$ cat src/rtl/conv_addr_sched.sv
// Layer sequencer for the convolution address generator and MAC array.
// Optional macro SCHED_BANK_SWAP_EN: ping-pong output bank toggled at every layer end.
module conv_addr_sched #(
  parameter int BEATS_PER_WIN = 26,
  parameter int NUM_WIN       = 144,
  parameter int NUM_PASS      = 1,
  parameter int PIPE_LAT      = 2,
  parameter int BEAT_W        = 5,
  parameter int WIN_W         = 8,
  parameter int PASS_W        = 2
) (
  input  logic              clk,
  input  logic              reset,
  input  logic              start,
  input  logic              hold,
  output logic              busy,
  output logic              done,
  output logic              gen_reset,
  output logic              gen_enable,
  output logic              data_valid,
  output logic              acc_first,
  output logic              acc_last,
  output logic [WIN_W-1:0]  win_idx,
  output logic [PASS_W-1:0] pass_idx,
  output logic              bank_sel
);

  localparam int TAG_W = 3 + WIN_W + PASS_W;
  localparam int DRN_W = (PIPE_LAT > 1) ? $clog2(PIPE_LAT) : 1;
  localparam logic [BEAT_W-1:0] BEAT_MAX = BEAT_W'(BEATS_PER_WIN - 1);
  localparam logic [WIN_W-1:0]  WIN_MAX  = WIN_W'(NUM_WIN - 1);
  localparam logic [PASS_W-1:0] PASS_MAX = PASS_W'(NUM_PASS - 1);
  localparam logic [DRN_W-1:0]  DRN_MAX  = DRN_W'(PIPE_LAT - 1);

  typedef enum logic [2:0] {
    S_IDLE  = 3'd0,
    S_CLEAR = 3'd1,
    S_RUN   = 3'd2,
    S_DRAIN = 3'd3,
    S_DONE  = 3'd4
  } state_e;

  state_e             state_q, state_d;
  logic [BEAT_W-1:0]  beat_q, beat_d;
  logic [WIN_W-1:0]   win_q, win_d;
  logic [PASS_W-1:0]  pass_q, pass_d;
  logic [DRN_W-1:0]   drn_q, drn_d;
  logic [TAG_W-1:0]   pipe_q [PIPE_LAT];
  logic               issue_s;
  logic [TAG_W-1:0]   tag_s;
  logic [TAG_W-1:0]   tail_s;

  assign issue_s = (state_q == S_RUN) && !hold;

  // Invalid entries carry all-zero fields so idle outputs stay low.
  assign tag_s = issue_s ? {1'b1, (beat_q == {BEAT_W{1'b0}}), (beat_q == BEAT_MAX), win_q, pass_q}
                         : {TAG_W{1'b0}};

  // Next-state and counter update logic.
  always_comb begin
    state_d = state_q;
    beat_d  = beat_q;
    win_d   = win_q;
    pass_d  = pass_q;
    drn_d   = drn_q;
    case (state_q)
      S_IDLE: begin
        if (start) state_d = S_CLEAR;
        else       state_d = S_IDLE;
      end
      S_CLEAR: begin
        beat_d  = {BEAT_W{1'b0}};
        win_d   = {WIN_W{1'b0}};
        pass_d  = {PASS_W{1'b0}};
        drn_d   = {DRN_W{1'b0}};
        state_d = S_RUN;
      end
      S_RUN: begin
        if (!hold) begin
          if (beat_q == BEAT_MAX) begin
            beat_d = {BEAT_W{1'b0}};
            if (win_q == WIN_MAX) begin
              win_d = {WIN_W{1'b0}};
              if (pass_q == PASS_MAX) begin
                pass_d  = {PASS_W{1'b0}};
                state_d = S_DRAIN;
              end else begin
                pass_d = pass_q + PASS_W'(1);
              end
            end else begin
              win_d = win_q + WIN_W'(1);
            end
          end else begin
            beat_d = beat_q + BEAT_W'(1);
          end
        end else begin
          state_d = S_RUN;
        end
      end
      S_DRAIN: begin
        if (drn_q == DRN_MAX) begin
          drn_d   = {DRN_W{1'b0}};
          state_d = S_DONE;
        end else begin
          drn_d = drn_q + DRN_W'(1);
        end
      end
      S_DONE:  state_d = S_IDLE;
      default: state_d = S_IDLE;
    endcase
  end

  // State and counter registers.
  always_ff @(posedge clk or posedge reset) begin
    if (reset) begin
      state_q <= S_IDLE;
      beat_q  <= {BEAT_W{1'b0}};
      win_q   <= {WIN_W{1'b0}};
      pass_q  <= {PASS_W{1'b0}};
      drn_q   <= {DRN_W{1'b0}};
    end else begin
      state_q <= state_d;
      beat_q  <= beat_d;
      win_q   <= win_d;
      pass_q  <= pass_d;
      drn_q   <= drn_d;
    end
  end

  // Tag delay line matching generator + memory read latency.
  always_ff @(posedge clk or posedge reset) begin
    if (reset) begin
      for (int i = 0; i < PIPE_LAT; i++) pipe_q[i] <= {TAG_W{1'b0}};
    end else begin
      pipe_q[0] <= tag_s;
      for (int i = 1; i < PIPE_LAT; i++) pipe_q[i] <= pipe_q[i-1];
    end
  end

  assign tail_s     = pipe_q[PIPE_LAT-1];
  assign data_valid = tail_s[TAG_W-1];
  assign acc_first  = tail_s[TAG_W-2];
  assign acc_last   = tail_s[TAG_W-3];
  assign win_idx    = tail_s[PASS_W +: WIN_W];
  assign pass_idx   = tail_s[PASS_W-1:0];

  assign busy       = (state_q == S_CLEAR) || (state_q == S_RUN) || (state_q == S_DRAIN);
  assign done       = (state_q == S_DONE);
  assign gen_reset  = (state_q == S_CLEAR);
  assign gen_enable = issue_s;

`ifdef SCHED_BANK_SWAP_EN
  logic bank_q, bank_d;

  // Flip the output bank on each completed layer.
  always_comb begin
    if (state_q == S_DONE) bank_d = ~bank_q;
    else                   bank_d = bank_q;
  end

  // Bank select register.
  always_ff @(posedge clk or posedge reset) begin
    if (reset) bank_q <= 1'b0;
    else       bank_q <= bank_d;
  end

  assign bank_sel = bank_q;
`else
  assign bank_sel = 1'b0;
`endif

endmodule
$ cat config.mk
export PLATFORM = sky130hd
export DESIGN_NAME = conv_addr_sched
export DESIGN_NICKNAME = d
export VERILOG_FILES = /design/src/rtl/conv_addr_sched.sv
export SDC_FILE = /design/constraint.sdc
export NUM_CORES = 1
export LEC_CHECK = 0
export CAP_MARGIN = 20
export CORE_MARGIN = 2
export CORE_UTILIZATION = 54
export CTS_BUF_LIST = sky130_fd_sc_hd__clkbuf_16
export DETAILED_ROUTE_END_ITERATION = 8
export PLACE_DENSITY = 0.77
export REMOVE_ABC_BUFFERS = 1
export SYNTH_ARGS = -nofsm -noshare
export SYNTH_HDL_FRONTEND = slang
export SYNTH_SLANG_ARGS = --single-unit
$ cat constraint.sdc
create_clock -name clk -period 2.3 [get_ports clk]
set_clock_uncertainty 0.15 [all_clocks]
set_input_delay 0.46 -clock clk [delete_from_list [all_inputs] [get_ports clk]]
set_output_delay 0.46 -clock clk [all_outputs]
set_load 0.01 [all_outputs]
# Word-level counts from Yosys, hierarchy flattened
# Cells that the tools add are included.
[totals]
ff_bits = 45
inputBits = 4
output_inout_bits = 18
elab_cells = 59
[classes]
add_sub_neg = 4
n_eq_ne = 13
mux = 22
reduce_logical = 13
[ops]
columns = ["cell", "n"]
rows = [
  ["$mux W8", 3],
  ["$pmux W8 S2", 1],
  ["$mux W3", 5],
  ["$mux W13", 1],
  ["$pmux W3 S4", 1],
  ["$mux W5", 2],
  ["$pmux W5 S2", 1],
  ["$ne A3 B2 Y1 const B", 3],
  ["$add A8 B1 Y8 const B", 1],
  ["$eq A8 B8 Y1 const B", 1],
  ["$mux W2", 4],
  ["$reduce_and A4 Y1", 2],
  ["$eq A3 B2 Y1 const B", 2],
  ["$add A5 B1 Y5 const B", 1],
  ["$eq A5 B5 Y1 const B", 1],
  ["$logic_not A5 Y1", 1],
  ["$ne A2 B1 Y1 const B", 2],
  ["$ne A2 B2 Y1 const B", 2],
  ["$pmux W2 S2", 1],
  ["$reduce_bool A2 Y1", 2],
  ["$eq A3 B1 Y1 const B", 1],
  ["$eq A3 B3 Y1 const B", 1],
  ["$logic_not A3 Y1", 1],
  ["$reduce_and A3 Y1", 1],
  ["9 further kinds", 11],
]

# Longest topological paths before layout
# Gate-level depths: netlist of the first run.
[logic_depth]
word_depth = 6
ltp_mapped = 7
ltp_nobuf = 6

# Least setup slack after synthesis of the first run
# No wires, ideal clock.
[synth_path]
kind = "reg-to-output"
start = "reg state_q[2]"
end = "out gen_enable"
arrival_ns = 1.430
required_time_ns = 1.690
slack_ns = 0.260
stages_incl_launch_ff = 6
n_path_buf = 3
cell_sequence = "dfrtp_1 buf_6 or4b_1 buf_6 inv_2 buf_2"
[synth_via]
elab_chain_len = 2
[synth_lines]
columns = ["item", "line_no", "rtl"]
rows = [
  ["start: declaration", "43", "state_e state_q, state_d;"],
  ["start signal: assignment", "122", "state_q <= state_d;"],
  ["$eq A3 B2 Y1", "53", "assign issue_s = (state_q == S_RUN) && !hold;"],
  ["$logic_and A1 B1 Y1", "53", ""],
  ["end: declaration", "19", "output logic gen_enable,"],
]
# No other way between the ends.

# Worst setup path in the final report of the first run
[layout_path]
start = "in hold"
end = "out gen_enable"
[layout_via]
elab_chain_len = 2
[layout_lines]
columns = ["item", "line_no", "rtl"]
rows = [
  ["start: declaration", "15", "input logic hold,"],
  ["$logic_not A1 Y1", "-", ""],
  ["$logic_and A1 B1 Y1", "53", ""],
]
# No other way between the ends.

==> flow_metrics.tcl, run 1 <==
set metrics [dict create \
    setup_tns_ns 0 \
    cts_buffers 5 \
    synth-seq-cells 45 \
    worst_slack_ns 0.08818 \
    antenna_found_initial 0 \
    fp-row-count 21 \
    drcViolationCount 0 \
    nNetsFinal 196 \
    instances_no_fill 233 \
    end_kind "output pin" \
    asyncSetResetFlopFracSynth_pct 100.0 \
    die_area_sq_um 4032 \
    wirelength_microns 3177 \
    powerDensity_nw_per_um2 981.5 \
    path_class "in -> out" \
    synth_edf_count 0 \
    synth.area.mux_share_pct 1.571 \
    firstDrtPassIters 4 \
    drt-initial-drc-count 70 \
    final_util_pct 67.71 \
    syn-instance-count 164 \
    peakVddDrop_uv 574.5 \
    grt_pass1_vias 1195 \
    p_leak_nw 1.068 \
    worst_ep_arrival_time_ns 1.60 \
    final_max_slew_viol_count 0 \
    startpoint_type "input port" \
    whs_ns 0.1978 \
    dpl.hpwl_microns 2175 \
    max_slew_margin_pct 64.40 \
    cts_tree "done" \
    yosys.area_share.adder_pct 3.927 \
    wl_per_cell_microns 13.64 \
    cts_setup_buffers 0 \
    final_area_sq_um 2277 \
    synth_top_family_by_area "simple AND/OR/NAND/NOR gates" \
    clock_latency_ns 0.28 \
    finalSetupViolCount 0 \
    finalCriticalPeriod_ns 2.212 \
    hold_viol_final 0 \
    vias 1279 \
    rsz0062_at_grt "false" \
    yosys.area_share.simple_pct 16.43 \
    portBuffers 20 \
    overflow 0 \
    worstMarginPinSlew_ns 0.5341 \
    syn_area_sq_um 1912 \
    cts-root-buf "clkbuf_16" \
    grt_max_degree 46 \
    cts_hold_buf 0 \
    clock_sinks 45 \
    cts.clk_slew.worst_paths_ns 0.06 \
    min_period_over_period_pct 96.17 \
    fmax_mhz 452.1 \
    grt_pass1_wl_microns 5602 \
    max_cap_viol_count 0 \
    ys_seq_area_share_pct 58.90 \
    grt_util_all_layers_pct 18.32 \
    area_growth_pct 19.11 \
    fp.dieW_microns 63.50 \
    dpl_cell_area_sq_um 2130 \
    fin_total_pwr_mw 2.235 \
    h-tree-depth 2 \
    ant_nets 0 \
    synth_xor_area_share_pct 1.832 \
    place_congestion 0.8773 \
    yosys_warnings 0 \
    start_util_pct 56.85 \
    dieHeight_microns 63.50 \
    dp_cells 225 \
    synth_compound_area_share_pct 8.966 \
    ctsLongestPathBuffers 2 \
    hold_class "reg -> reg" \
    core_sq_um 3363 \
    post-place-ws_ns -0.3587 \
    required_ns 1.69 \
    ys_types 41 \
    via_per_inst 5.489 \
    avgSynthCellArea_sq_um 11.66 \
    drive_gt1_share_pct 15.51 \
    pin_count 22 \
    synth_flop_cell "dfrtp_1" \
    outcome "complete, no violations" \
    cp_max_fo 2 \
    antennaDiodeCount 0 \
]
==> Yosys cell counts (2+ instances only) <==
| cell type | n | area share [%] |
|---|---|---|
| dfrtp_1 | 45 | 59 |
| nor2_1 | 14 | 2.7 |
| buf_4 | 12 | 4.7 |
| and2_1 | 9 | 2.9 |
| inv_1 | 8 | 1.6 |
| nand2_1 | 8 | 1.6 |
| o21ai_0 | 8 | 2.1 |
| ha_1 | 6 | 3.9 |
| nand3_1 | 5 | 1.3 |
| a21oi_1 | 3 | 0.79 |
| mux2i_1 | 3 | 1.6 |
| nand4_1 | 3 | 0.98 |
| nor3_1 | 3 | 0.79 |
| xor2_1 | 3 | 1.4 |
| a22o_1 | 2 | 0.92 |
| a31oi_1 | 2 | 0.65 |
| a32o_1 | 2 | 1.0 |
| buf_2 | 2 | 0.52 |
| buf_6 | 2 | 1.2 |
| nand4b_1 | 2 | 0.92 |
| o2111ai_1 | 2 | 0.92 |
==> worst paths after layout <==
path	cells after the start	from	slack, ns	to
worst min register to register	0	pipe_q[15]$_DFF_PP0_	0.20	tail_s[2]$_DFF_PP0_
worst max-delay path	4	hold	0.09	gen_enable
worst max register to register	4	win_q[5]$_DFFE_PP0P_	0.33	pass_q[1]$_DFFE_PP0P_
min in group asynchronous	3	reset	0.48	tail_s[11]$_DFF_PP0_
worst min-delay path	0	pipe_q[15]$_DFF_PP0_	0.20	tail_s[2]$_DFF_PP0_
max in group asynchronous	3	reset	1.16	pipe_q[19]$_DFF_PP0_
==> per-layer routing <==
metal	part of all wire, %	vias to the layer above	track usage [%]
met4	1.1	0	5.707
li1	-	590	-
met2	51	51	30.79
met1	42	633	23.05
met3	5.6	5	5.000
met5	0	-	0
==> cell type report <==
cell class / instances / area, sq um
Clock inverter: 3 / 21.27
Multi-Input combinational cell: 94 / 635.6
Fill cell: 264 / 1086
Inverter: 9 / 33.78
Tap cell: 46 / 57.56
Sequential cell: 45 / 1126
Clock buffer: 5 / 125.1
Timing Repair Buffer: 31 / 277.8
==> flip-flops by register name, indices dropped and copies added (netlist names) <==
| signal | count |
|---|---|
| tail_s | 13 |
| drn_q | 1 |
| pass_q | 2 |
| state_q | 3 |
| pipe_q | 13 |
| beat_q | 5 |
| win_q | 8 |
==> what timing repair did <==
item | CTS | global route
endpoints found under the setup margin | 1 | 1
hold endpoints to repair | 0 | 0
gates resized for setup | 5 | 1
==> kinds of logic (layout without fill, tap and decap cells) <==
kind of cell / Yosys count / in the layout
AO/OA/AOI/OAI: 24 / 24
XOR/XNOR: 4 / 4
adder cells (fa/ha/maj): 6 / 6
buffers and inverters: 25 / 48
flip-flops: 45 / 45
multiplexers: 3 / 3
other: 1 / 1
AND/OR/NAND/NOR: 56 / 56
==> worst max-delay path, stage by stage <==
cell	delay (ns)
clkdlybuf4s50_1	0.44
or4b_4	0.50
inv_2	0.07
buf_2	0.13
==> layout by cell type, fill, tap and decap left out, drive strengths merged, types with 2 or more instances in the layout <==
| cell | instances |
|---|---|
| a21oi | 3 |
| a22o | 2 |
| a31oi | 2 |
| a32o | 2 |
| and2 | 9 |
| buf | 12 |
| clkbuf | 5 |
| clkdlybuf4s50 | 19 |
| dfrtp | 45 |
| ha | 6 |
| inv | 10 |
| mux2i | 3 |
| nand2 | 8 |
| nand3 | 5 |
| nand4 | 3 |
| nand4b | 2 |
| nor2 | 15 |
| nor3 | 3 |
| o2111ai | 2 |
| o21ai | 9 |
| or3b | 2 |
| xor2 | 3 |
==> power breakdown <==
part	total [mW]	leakage (nW)	switching, mW	internal [mW]
sequential	0.957	0.615	0.0681	0.889
combinational	0.589	0.383	0.323	0.265
clock	0.689	0.0702	0.286	0.403
(Power assumes the default switching activity.)
==> run 2, diff against run 1 <==
--- a/config.mk
+++ b/config.mk
@@ -15,3 +15,4 @@
 export SYNTH_ARGS = -nofsm -noshare
 export SYNTH_HDL_FRONTEND = slang
 export SYNTH_SLANG_ARGS = --single-unit
+export TNS_END_PERCENT = 100
==> results of run 2 <==
No change in the layout: final DEF, timing and power equal those of run 1.
